## config.mk

```make
export PLATFORM = sky130hd
export DESIGN_NAME = mem_port_arbiter
export DESIGN_NICKNAME = d
export VERILOG_FILES = /design/src/rtl/mem_port_arbiter.sv
export SDC_FILE = /design/constraint.sdc
export NUM_CORES = 1
export LEC_CHECK = 0
export BUFFER_PORTS_ARGS = -buffer_cell sky130_fd_sc_hd__clkbuf_2
export CAP_MARGIN = 20
export CORE_MARGIN = 2
export CORE_UTILIZATION = 42
export DETAILED_ROUTE_END_ITERATION = 12
export PLACE_DENSITY = 0.86
export SETUP_SLACK_MARGIN = 0.15
export SLEW_MARGIN = 15
export SYNTH_ARGS = -nofsm -noshare
export SYNTH_HDL_FRONTEND = slang
export SYNTH_SLANG_ARGS = --single-unit
```

## constraint.sdc

```tcl
create_clock -name mem_Clk -period 1.71 [get_ports mem_Clk]
set_input_delay 0 -clock mem_Clk [delete_from_list [all_inputs] [get_ports mem_Clk]]
set_output_delay 0 -clock mem_Clk [all_outputs]
set_load 0.01 [all_outputs]
```

## src/rtl/mem_port_arbiter.sv

```systemverilog
`default_nettype none
// ============================================================================
// Module   : mem_port_arbiter
// Purpose  : Arbitrates fetch and load/store access to one shared word memory.
// Revision : 1.0
// ============================================================================
module mem_port_arbiter #(
  parameter int ADDR_W     = 16,
  parameter int READ_LAT   = 1,
  parameter int STARVE_MAX = 4
) (
  input  logic              mem_Clk,
  input  logic              mem_Rst_n,
  input  logic              if_req,
  input  logic [31:0]       if_addr,
  output logic              if_ready,
  output logic [31:0]       if_rdata,
  output logic              if_err,
  input  logic              d_req,
  input  logic              d_we,
  input  logic [31:0]       d_addr,
  input  logic [31:0]       d_wdata,
  output logic              d_ready,
  output logic [31:0]       d_rdata,
  output logic              d_err,
  output logic              m_en,
  output logic              m_we,
  output logic [ADDR_W-1:0] m_addr,
  output logic [31:0]       m_wdata,
  input  logic [31:0]       m_rdata,
  output logic              busy
);

  localparam int                 c_STV_W    = $clog2(STARVE_MAX + 1);
  localparam logic [c_STV_W-1:0] c_STV_MAX  = c_STV_W'(STARVE_MAX);
  localparam logic [2:0]         c_LAT_LAST = 3'(READ_LAT - 1);
  localparam logic [32:0]        c_ADDR_MAX = (33'd1 << ADDR_W) - 33'd4;

  typedef enum logic [1:0] {
    S_IDLE  = 2'd0,
    S_ISSUE = 2'd1,
    S_WAIT  = 2'd2,
    S_RESP  = 2'd3
  } state_t;

  state_t             r_state;
  state_t             w_state_nxt;
  logic               r_sel_fetch;
  logic [2:0]         r_lat_cnt;
  logic [c_STV_W-1:0] r_starve_cnt;
  logic               w_grant;
  logic               w_grant_fetch;
  logic               w_bad;
  logic [31:0]        w_win_addr;

  assign busy = (r_state != S_IDLE);

  always_comb begin
    w_grant       = 1'b0;
    w_grant_fetch = 1'b0;
    w_state_nxt   = r_state;
    if (r_state == S_IDLE) begin
      w_grant       = if_req | d_req;
      // Data has priority until fetch has watched STARVE_MAX data grants go by
      w_grant_fetch = if_req & (~d_req | (r_starve_cnt == c_STV_MAX));
    end
    w_win_addr = w_grant_fetch ? if_addr : d_addr;
    w_bad      = (w_win_addr[1:0] != 2'b00) || ({1'b0, w_win_addr} > c_ADDR_MAX);
    case (r_state)
      S_IDLE:  if (w_grant) w_state_nxt = w_bad ? S_RESP : S_ISSUE;
      S_ISSUE: w_state_nxt = m_we ? S_RESP : S_WAIT;
      S_WAIT:  if (r_lat_cnt == c_LAT_LAST) w_state_nxt = S_RESP;
      default: w_state_nxt = S_IDLE;
    endcase
  end

  always_ff @(posedge mem_Clk) begin
    if (!mem_Rst_n) begin
      r_state      <= S_IDLE;
      r_sel_fetch  <= 1'b0;
      r_lat_cnt    <= '0;
      r_starve_cnt <= '0;
      if_ready     <= 1'b0;
      if_rdata     <= '0;
      if_err       <= 1'b0;
      d_ready      <= 1'b0;
      d_rdata      <= '0;
      d_err        <= 1'b0;
      m_en         <= 1'b0;
      m_we         <= 1'b0;
      m_addr       <= '0;
      m_wdata      <= '0;
    end else begin
      r_state  <= w_state_nxt;
      m_en     <= 1'b0;
      m_we     <= 1'b0;
      if_ready <= 1'b0;
      d_ready  <= 1'b0;
      case (r_state)
        S_IDLE: begin
          if (w_grant_fetch || !if_req)
            r_starve_cnt <= '0;
          else if (w_grant && (r_starve_cnt != c_STV_MAX))
            r_starve_cnt <= r_starve_cnt + 1'b1;
          if (w_grant) begin
            r_sel_fetch <= w_grant_fetch;
            if (w_bad) begin
              // Rejected addresses never reach the memory; answer straight away
              if (w_grant_fetch) begin
                if_ready <= 1'b1;
                if_err   <= 1'b1;
                if_rdata <= '0;
              end else begin
                d_ready <= 1'b1;
                d_err   <= 1'b1;
                d_rdata <= '0;
              end
            end else begin
              m_en    <= 1'b1;
              m_we    <= ~w_grant_fetch & d_we;
              m_addr  <= w_win_addr[ADDR_W-1:0];
              m_wdata <= w_grant_fetch ? 32'h0 : d_wdata;
            end
          end
        end
        S_ISSUE: begin
          r_lat_cnt <= '0;
          if (m_we) begin
            d_ready <= 1'b1;
            d_err   <= 1'b0;
          end
        end
        S_WAIT: begin
          r_lat_cnt <= r_lat_cnt + 1'b1;
          if (r_lat_cnt == c_LAT_LAST) begin
            if (r_sel_fetch) begin
              if_ready <= 1'b1;
              if_err   <= 1'b0;
              if_rdata <= m_rdata;
            end else begin
              d_ready <= 1'b1;
              d_err   <= 1'b0;
              d_rdata <= m_rdata;
            end
          end
        end
        default: ;
      endcase
    end
  end

endmodule
`default_nettype wire

```

# --- Word level (Yosys, flattened, before mapping) ---
# Cells that the tools add are included.
classes:
  mux: 51
  multipliers: 0
  n_bitwise: 10
  add_sub_neg: 2
  n_shift: 0
  n_reduce_logical: 21
  n_eq_ne: 12
  magnitude_cmp: 1
  div_mod_pow: 0
op_table:
  columns: ["operator", "count"]
  rows:
  - ["$mux 32", 12]
  - ["$pmux 32 s2", 2]
  - ["$gt 32x16->1 const B", 1]
  - ["$mux 1", 26]
  - ["$ne 2x2->1 const B", 8]
  - ["$reduce_and 6->1", 2]
  - ["$reduce_bool 2->1", 5]
  - ["$reduce_and 7->1", 1]
  - ["$add 3x1->3 const B", 2]
  - ["$mux 2", 3]
  - ["$mux 3", 2]
  - ["$not 1->1", 6]
  - ["$pmux 1 s3", 2]
  - ["$pmux 2 s3", 1]
  - ["$pmux 3 s2", 1]
  - ["$reduce_and 2->1", 3]
  - ["$reduce_and 3->1", 2]
  - ["$pmux 1 s2", 2]
  - ["$reduce_or 4->1", 1]
  - ["$eq 3x3->1 const B", 1]
  - ["$logic_not 3->1", 1]
  - ["$ne 3x3->1 const B", 1]
  - ["$reduce_bool 3->1", 1]
  - ["$and 1x1->1", 2]
  - ["other kinds (7)", 9]
word_totals:
  wordCells: 111
  mem_bits_ro: 0
  latch_bits: 0
  input_bits: 133
  mem_count: 0
  reg_bits: 127
  ramBits: 0

# --- Longest topological paths before layout ---
# Gate-level depths: netlist of run 1.
depth:
  depth_word: 10
  depth_mapped: 9
  ltp_nobuf: 7

# --- Worst setup path after synthesis of run 1 ---
# Ideal clock, no wire load.
synth_timing:
  path_type: "register to register"
  start: "register r_state[0]"
  end: "register if_rdata[19]"
  n_path_buf: 1
  period_less_slack_ns: 1.870
  slack_ns: -0.160
  arrival_time_ns: 1.798
  path_stages_with_launch: 9
  cell_sequence: "dfxtp_1 -> inv_1 -> ha_1 -> clkinv_1 -> o21ai_0 -> nand3_1 -> a21oi_2 -> buf_6 -> mux2i_1"
synth_between:
  elab_chain_len: 7
  word_cells_on_any_way: 16
  classes_between: "order compare (1); eq/ne (6); mux (4); reduce/logical (5)"
synth_rtl:
  columns: ["element", "line", "rtl"]
  rows:
  - ["from (decl)", "46", "state_t r_state;"]
  - ["from (signal assigned)", "94", "r_state <= w_state_nxt;"]
  - ["$logic_not 2->1", "62, 99", null]
  - ["$mux 1", "62", "if (r_state == S_IDLE) begin"]
  - ["$mux 32", "67", "w_win_addr = w_grant_fetch ? if_addr : d_addr;"]
  - ["$gt 32x16->1 or $reduce_bool 2->1 (tied branches)", "68", "w_bad = (w_win_addr[1:0] != 2'b00) || ({1'b0, w_win_addr} > c_ADDR_MAX);"]
  - ["$logic_or 1x1->1", "68", null]
  - ["$ne 2x2->1 (no line)", null, null]
  - ["$reduce_and 6->1 (no line)", null, null]
  - ["to (signal assigned)", "139", "if_rdata <= m_rdata;"]
  - ["to (decl)", "17", "output logic [31:0] if_rdata,"]
# Several ways; a longest one is shown, not always the timed one.
# A chain may end at the register's enable or synchronous reset.

# --- Final worst setup path of run 1 ---
layout_timing:
  start: "register r_state[1]"
  end: "register d_rdata[19]"
layout_between:
  elab_chain_len: 7
  word_cells_on_any_way: 16
  classes_between: "order compare (1); eq/ne (6); mux (4); reduce/logical (5)"
layout_rtl:
  columns: ["element", "line", "rtl"]
  rows:
  - ["$logic_not 2->1", "62, 99", null]
  - ["$mux 1", "62", null]
  - ["$mux 32", "67", null]
  - ["$gt 32x16->1 or $reduce_bool 2->1 (tied branches)", "68", null]
  - ["$logic_or 1x1->1", "68", null]
  - ["$ne 2x2->1 (no line)", null, null]
  - ["$reduce_and 6->1 (no line)", null, null]
  - ["to (signal assigned)", "143", "d_rdata <= m_rdata;"]
  - ["to (decl)", "24", "output logic [31:0] d_rdata,"]
# Several ways; a longest one is shown, not always the timed one.

==> results.py, run 1 <==
metrics = {
    "floorplan": {
        "die_area_um2": 13850,
        "die_height_um": 117.7,
        "start_util_pct": 43.01,
        "coreArea_um2": 12620,
        "pin_count": 252,
        "num_rows": 41,
        "die_x_um": 117.7,
    },
    "synth": {
        "syn_area_um2": 5428,
        "ys_top_cells_by_count": "141 x nand2_1, 127 x dfxtp_1, 97 x mux2i_1",
        "yosysTopAreaCell": "dfxtp_1",
        "synth.area.top_cells": "dfxtp_1 47%, mux2i_1 18%, nand2_1 9.8%, nand3_1 4.9%, mux2_2 2.9%",
        "ys.flop_type": "dfxtp_1",
        "synth-warning-count": 0,
        "ys_types": 44,
        "synth_top_area_share_pct": 46.84,
        "synthArstFlopShare_pct": 0,
        "yosysMostFrequentCell": "nand2_1",
        "ys_ff_latch": 127,
        "synthCells": 593,
        "synthSimpleGateAreaFrac_pct": 18.60,
        "synth_xor_area_share_pct": 0,
        "synth_mux_area_share_pct": 20.79,
        "synth_fa_ha_area_share_pct": 1.844,
        "synth_edf_count": 0,
        "syn-num-nets": 734,
        "seq_area_frac_synth_pct": 46.84,
        "synth_top_family_by_area": "multiplexers",
        "avgSynthCellArea_um2": 9.153,
        "synth_compound_area_share_pct": 6.916,
    },
    "setup_path": {
        "cp_common_cell": "buf_12",
        "r2r_slack_ns": -0.21,
        "cp_data_required_time_ns": 2.04,
        "critPathArrivalTime_ns": 2.25,
        "cp_cell_sequence": "inv_4, ha_4, a22oi_2, and3_1, a31o_4, buf_12, buf_12, buf_8, mux2i_1",
        "critPathMaxFanout": 4,
        "crit_family": "compound AO/OA/AOI/OAI gates",
        "critPathCaptureType": "register",
        "crit_buf_inv": 4,
        "crit-reg2reg-capture": "d_rdata[19]",
        "slowest_delay_ns": 0.38,
        "worstSetupPathType": "reg -> reg",
        "cp_slowest_cell": "dfxtp_4",
        "reg2reg_from": "r_state[1]",
        "start_kind": "register",
        "rr_worst_depth": 9,
    },
    "global_route": {
        "grt_max_degree": 135,
        "grt_usage_pct": 25.78,
        "grt_pass1_wl_um": 28970,
        "grt_overflow": 0,
        "first_global_vias": 6123,
        "antenna_found_initial": 0,
    },
    "clock_network": {
        "cts_buffers": 17,
        "clkSinkCount": 127,
        "clockRootBuffer": "clkbuf_16",
        "clock_latency_ns": 0.41,
        "cts_tree": "built",
        "cts_max_level": 4,
        "path_clk_slew_ns": 0.06,
        "cts_buffer_depth": 2,
    },
    "timing": {
        "rsz0062_at_grt": "true",
        "period_share_pct": 112.4,
        "slew_violations": 0,
        "worstMarginPinSlew_ns": 0.5967,
        "hold_ws_ns": 0.02063,
        "slew_headroom_pct": 60.22,
        "final.min_clock_period_ns": 1.923,
        "setup_slack_ns": -0.2126,
        "fmax_mhz": 520.1,
        "hold_viol": 0,
        "setup_violations": 114,
        "skew_ns": 0.01409,
    },
    "power_and_ir_drop": {
        "p_leak_nw": 4.318,
        "p_per_area_nw_per_um2": 1404,
        "peakVddDrop_mv": 0.8443,
        "finalPower_w": 0.01301,
    },
    "cells_and_area": {
        "drive_above_1_share_pct": 45.54,
        "diodes": 0,
        "area_growth_pct": 70.72,
        "fillCellCount": 820,
        "finalNetCount": 1103,
        "final_util_pct": 73.43,
        "fin_area_um2": 9266,
    },
    "detailed_routing": {
        "routedWlPerCell_um": 17.17,
        "wl_um": 19690,
        "drt_pass1_iterations": 5,
        "remaining_drc_errors": 0,
        "vias_per_cell": 5.154,
        "ant_nets": 0,
        "route.vias.total": 5912,
        "drt_iter0_markers": 278,
    },
    "placed_design": {
        "place_congestion": 0.8362,
        "hpwl_um": 10600,
        "pre_cts_ws_ns": -0.2076,
        "placed_area_um2": 7161,
        "port_buffers": 251,
    },
    "hold_path": {
        "worstHoldStart": "if_addr[11]",
        "min_path_cells": 4,
        "whs_endpoint": "m_addr[11]",
        "min_path_type": "in -> reg",
    },
    "run_status": {
        "violations": "setup timing",
        "status": "finished, violations left",
    },
    "job": {
        "maxCapViolCount": 0,
    },
}
## stage by stage
step | instances | setup TNS, ns
floorplan | 593 | 0
global placement | 1013 | -1.707
CTS | 1136 | -3.644
global route | 1147 | -19.14
detailed placement | 1013 | -4.865
finish | 1147 | -12.68
## cells by family (layout without fill, tap and decap cells)
| kind of cell | Yosys count | after routing |
|---|---|---|
| AND/OR/NAND/NOR | 234 | 234 |
| AO/OA/AOI/OAI | 61 | 61 |
| multiplexers | 111 | 111 |
| buffers and inverters | 52 | 434 |
| adder cells (fa/ha/maj) | 8 | 8 |
| flip-flops | 127 | 127 |
## area by class of cell
class | instances | area (um2) | share of cell area [%]
Sequential cell | 127 | 2552 | 27.55
Clock buffer | 18 | 439.2 | 4.739
Inverter | 11 | 47.55 | 0.5131
Timing Repair Buffer | 391 | 2873 | 31.00
Clock inverter | 14 | 180.2 | 1.944
Multi-Input combinational cell | 414 | 2959 | 31.93
Tap cell | 172 | 215.2 | 2.322
## worst reg2reg max path, cell delays in order, from the launching register on
cell     delay (ns)
dfxtp_4        0.38
inv_4          0.05
ha_4           0.17
a22oi_2        0.27
and3_1         0.22
a31o_4         0.20
buf_12         0.13
buf_12         0.11
buf_8          0.12
mux2i_1        0.21
## power by group
group          internal, W  switching (W)
Sequential         0.00328       0.000197
Clock              0.00236        0.00142
Combinational      0.00302        0.00273
## registers in the layout, indices dropped and copies added (netlist names)
name,count
m_addr,16
d_err,1
d_rdata,32
if_err,1
m_we,1
r_state,2
r_starve_cnt,3
if_ready,1
d_ready,1
r_sel_fetch,1
m_en,1
if_rdata,32
r_lat_cnt,3
m_wdata,32
## layout by cell type, fill, tap and decap left out, drive strengths merged, types with 2 or more instances in the layout
| cell | instances |
|---|---|
| clkbuf | 272 |
| nand2 | 142 |
| dfxtp | 127 |
| mux2i | 97 |
| buf | 70 |
| dlygate4sd3 | 67 |
| nand3 | 53 |
| a21oi | 25 |
| o21ai | 20 |
| nor2 | 17 |
| mux2 | 14 |
| inv | 13 |
| nor4 | 8 |
| ha | 8 |
| clkinv | 7 |
| bufinv | 3 |
| and3 | 3 |
| nand2b | 3 |
| o2111ai | 2 |
| nand4 | 2 |
| nor3 | 2 |
| clkinvlp | 2 |
## what timing repair did
| item | CTS | global route |
|---|---|---|
| hold buffers | 67 | 0 |
| gates cloned | 7 | 5 |
| endpoints found under the setup margin | 116 | 117 |
| gates resized for setup | 53 | 35 |
| setup buffers | 17 | 6 |
| pin swaps | 15 | 8 |
| hold endpoints to repair | 99 | 0 |
## how the worst max path moves through the flow
stage	start	to	slack, ns	cells past startpoint
2_1_floorplan	r_state[0]	d_rdata[19]	0.004	9
3_3_place_gp	r_state[0]	d_rdata[30]	-0.07	8
3_5_place_dp	r_state[0]	d_rdata[24]	-0.21	8
4_1_cts	r_state[1]	d_rdata[21]	-0.09	9
5_1_grt	r_state[1]	d_rdata[19]	-0.25	9
6_report	r_state[1]	d_rdata[19]	-0.21	9
## metal layers
layer / vias up / global-route usage (%) / share of wire [%]
met5: - / 0 / 0
met4: 0 / 14.01 / 4.4
met3: 74 / 5.959 / 5.5
met2: 288 / 48.62 / 53
met1: 2767 / 26.01 / 37
li1: 2783 / - / -
(Power assumes the default switching activity.)
==> run 2: changes to the inputs <==
Settings changed: CORE_UTILIZATION 42 to 47, PLACE_DENSITY 0.86 to 0.9.
Clock period 1.71 ns to 1.9 ns, I/O delays scaled along.
==> results.py, run 2 (synthesis results as in run 1) <==
metrics = {
    "detailed_routing": {
        "drt_pass1_iterations": 7,
        "remaining_drc_errors": 0,
        "vias_per_cell": 5.557,
        "routedWlPerCell_um": 19.28,
        "drt_iter0_markers": 424,
        "wl_um": 21380,
        "route.vias.total": 6163,
        "ant_nets": 0,
    },
    "setup_path": {
        "slowest_delay_ns": 0.34,
        "rr_worst_depth": 10,
        "critPathArrivalTime_ns": 2.26,
        "start_kind": "register",
        "worstSetupPathType": "reg -> reg",
        "critPathMaxFanout": 6,
        "cp_cell_sequence": "inv_2, ha_4, a21boi_4, buf_6, nor2_4, buf_12, buf_4, a21oi_1, o2111ai_1, mux2i_1",
        "crit-reg2reg-capture": "d_err",
        "reg2reg_from": "r_starve_cnt[1]",
        "r2r_slack_ns": -0.04,
        "critPathLaunch": "r_starve_cnt[1]",
        "critPathCaptureType": "register",
        "cp_slowest_cell": "dfxtp_2",
        "cp_data_required_time_ns": 2.22,
    },
    "timing": {
        "setup_violations": 6,
        "fmax_mhz": 514.1,
        "worstMarginPinSlew_ns": 0.6046,
        "slew_headroom_pct": 59.69,
        "hold_viol": 0,
        "hold_ws_ns": 0.03584,
        "final.min_clock_period_ns": 1.945,
        "period_share_pct": 102.4,
        "setup_slack_ns": -0.04498,
        "rsz0062_at_grt": "true",
        "fin_setup_tns_ns": -0.07647,
        "skew_ns": 0.008417,
        "slew_violations": 0,
    },
    "clock_network": {
        "cts_buffers": 17,
        "clkSinkCount": 127,
        "path_clk_slew_ns": 0.06,
        "clock_latency_ns": 0.41,
        "cts_tree": "built",
        "cts_max_level": 4,
        "clockRootBuffer": "clkbuf_16",
        "cts_buffer_depth": 2,
    },
    "cells_and_area": {
        "diodes": 0,
        "layout_common_cells": "250 x clkbuf_2, 121 x dfxtp_1, 110 x nand2_1",
        "fillCellCount": 617,
        "area_growth_pct": 70.61,
        "largest_registers": "d_rdata (32), if_rdata (32), m_wdata (32)",
        "drive_above_1_share_pct": 45.76,
        "final_common_cell": "clkbuf_2",
        "finalNetCount": 1094,
    },
    "hold_path": {
        "min_path_type": "in -> reg",
        "whs_endpoint": "m_addr[10]",
        "min_path_cells": 4,
        "worstHoldStart": "if_addr[10]",
    },
    "power_and_ir_drop": {
        "pwr-share-seq_pct": 26.4,
        "p_leak_nw": 4.365,
        "peakVddDrop_mv": 0.8487,
        "share_comb_of_total_power_pct": 45.9,
        "power.switching_w": 0.004092,
        "p_per_area_nw_per_um2": 1294,
        "p_clk_share_pct": 27.8,
        "intPower_w": 0.007891,
        "switching_share_pct": 34.15,
    },
    "global_route": {
        "antenna_found_initial": 0,
        "grt_usage_pct": 29.89,
        "grt_max_degree": 135,
        "first_global_vias": 6119,
        "grt_pass1_wl_um": 29830,
        "grt_overflow": 0,
    },
    "floorplan": {
        "die_height_um": 111.5,
        "pin_count": 252,
        "coreArea_um2": 11320,
        "start_util_pct": 47.94,
        "die_area_um2": 12420,
        "num_rows": 39,
        "die_x_um": 111.5,
    },
    "job": {
        "maxCapViolCount": 0,
    },
    "run_status": {
        "status": "finished, violations left",
        "violations": "setup timing",
    },
    "placed_design": {
        "place_congestion": 0.8615,
        "port_buffers": 251,
        "hpwl_um": 10120,
    },
}
run 2: worst max-delay path by stage:
stage | to | slack (ns) | cells past startpoint
final | d_err | -0.04 | 10
after CTS | d_rdata[8] | 0.10 | 9
after floorplan | d_rdata[19] | 0.15 | 8
after detailed placement | d_rdata[31] | 0.03 | 8
after global routing | d_err | -0.10 | 10
after global placement | d_rdata[3] | 0.13 | 8
run 2: power by group through the flow:
stage	sequential, W	clock, W	combinational (W)
2_1_floorplan	0.00324	0	0.00215
4_1_cts	0.00312	0.00329	0.00467
3_5_place_dp	0.00315	0	0.00305
3_3_place_gp	0.00315	0	0.00302
5_1_grt	0.00318	0.00345	0.00569
6_report	0.00316	0.00333	0.00549
run 2: final cells by class:
class,count,area (um2),area share [%]
clock buffer,19,432.9,4.675
clock inverter,13,165.2,1.784
inverter,11,48.80,0.5270
multi-input combinational,414,3050,32.94
sequential,127,2552,27.56
tap,143,178.9,1.932
timing repair buffer,382,2831,30.58
run 2: what timing repair did:
action,in CTS,in global routing
setup endpoints to repair,87,115
setup buffers,19,14
resized for setup,39,100
hold endpoints to repair,102,0
cloned,8,4
hold buffers,67,0
pin swaps,10,38
run 2: stage by stage:
stage / worst slack, ns / total power (W) / util, % / instance area [um2] / instances
final: -0.04498 / 0.01198 / 81.80 / 9260 / 1109
after global routing: -0.1034 / 0.01233 / 81.80 / 9260 / 1109
after CTS: 0.1014 / 0.01108 / 77.00 / 8717 / 1091
after detailed placement: 0.03053 / 0.006198 / 60.91 / 6895 / 965
after global placement: 0.1277 / 0.006167 / 60.91 / 6895 / 965
after floorplan: 0.1544 / 0.005393 / - / 5497 / 593
run 2: worst max-delay path, delay by kind of cell (launching register included):
kind,cells,cell delay (ns)
compound gates,3,0.60
fa+ha+maj,1,0.17
buf+inv,4,0.46
flops,1,0.34
mux,1,0.24
simple gates,1,0.03
run 2: metal layers:
layer	wire, um	track usage (%)	share of wire, %	vias up
met5	0	0	0	-
met4	1234	16.95	5.8	0
met3	1467	7.295	6.9	120
met2	11030	53.82	52	376
met1	7654	31.94	36	2904
li1	-	-	-	2763
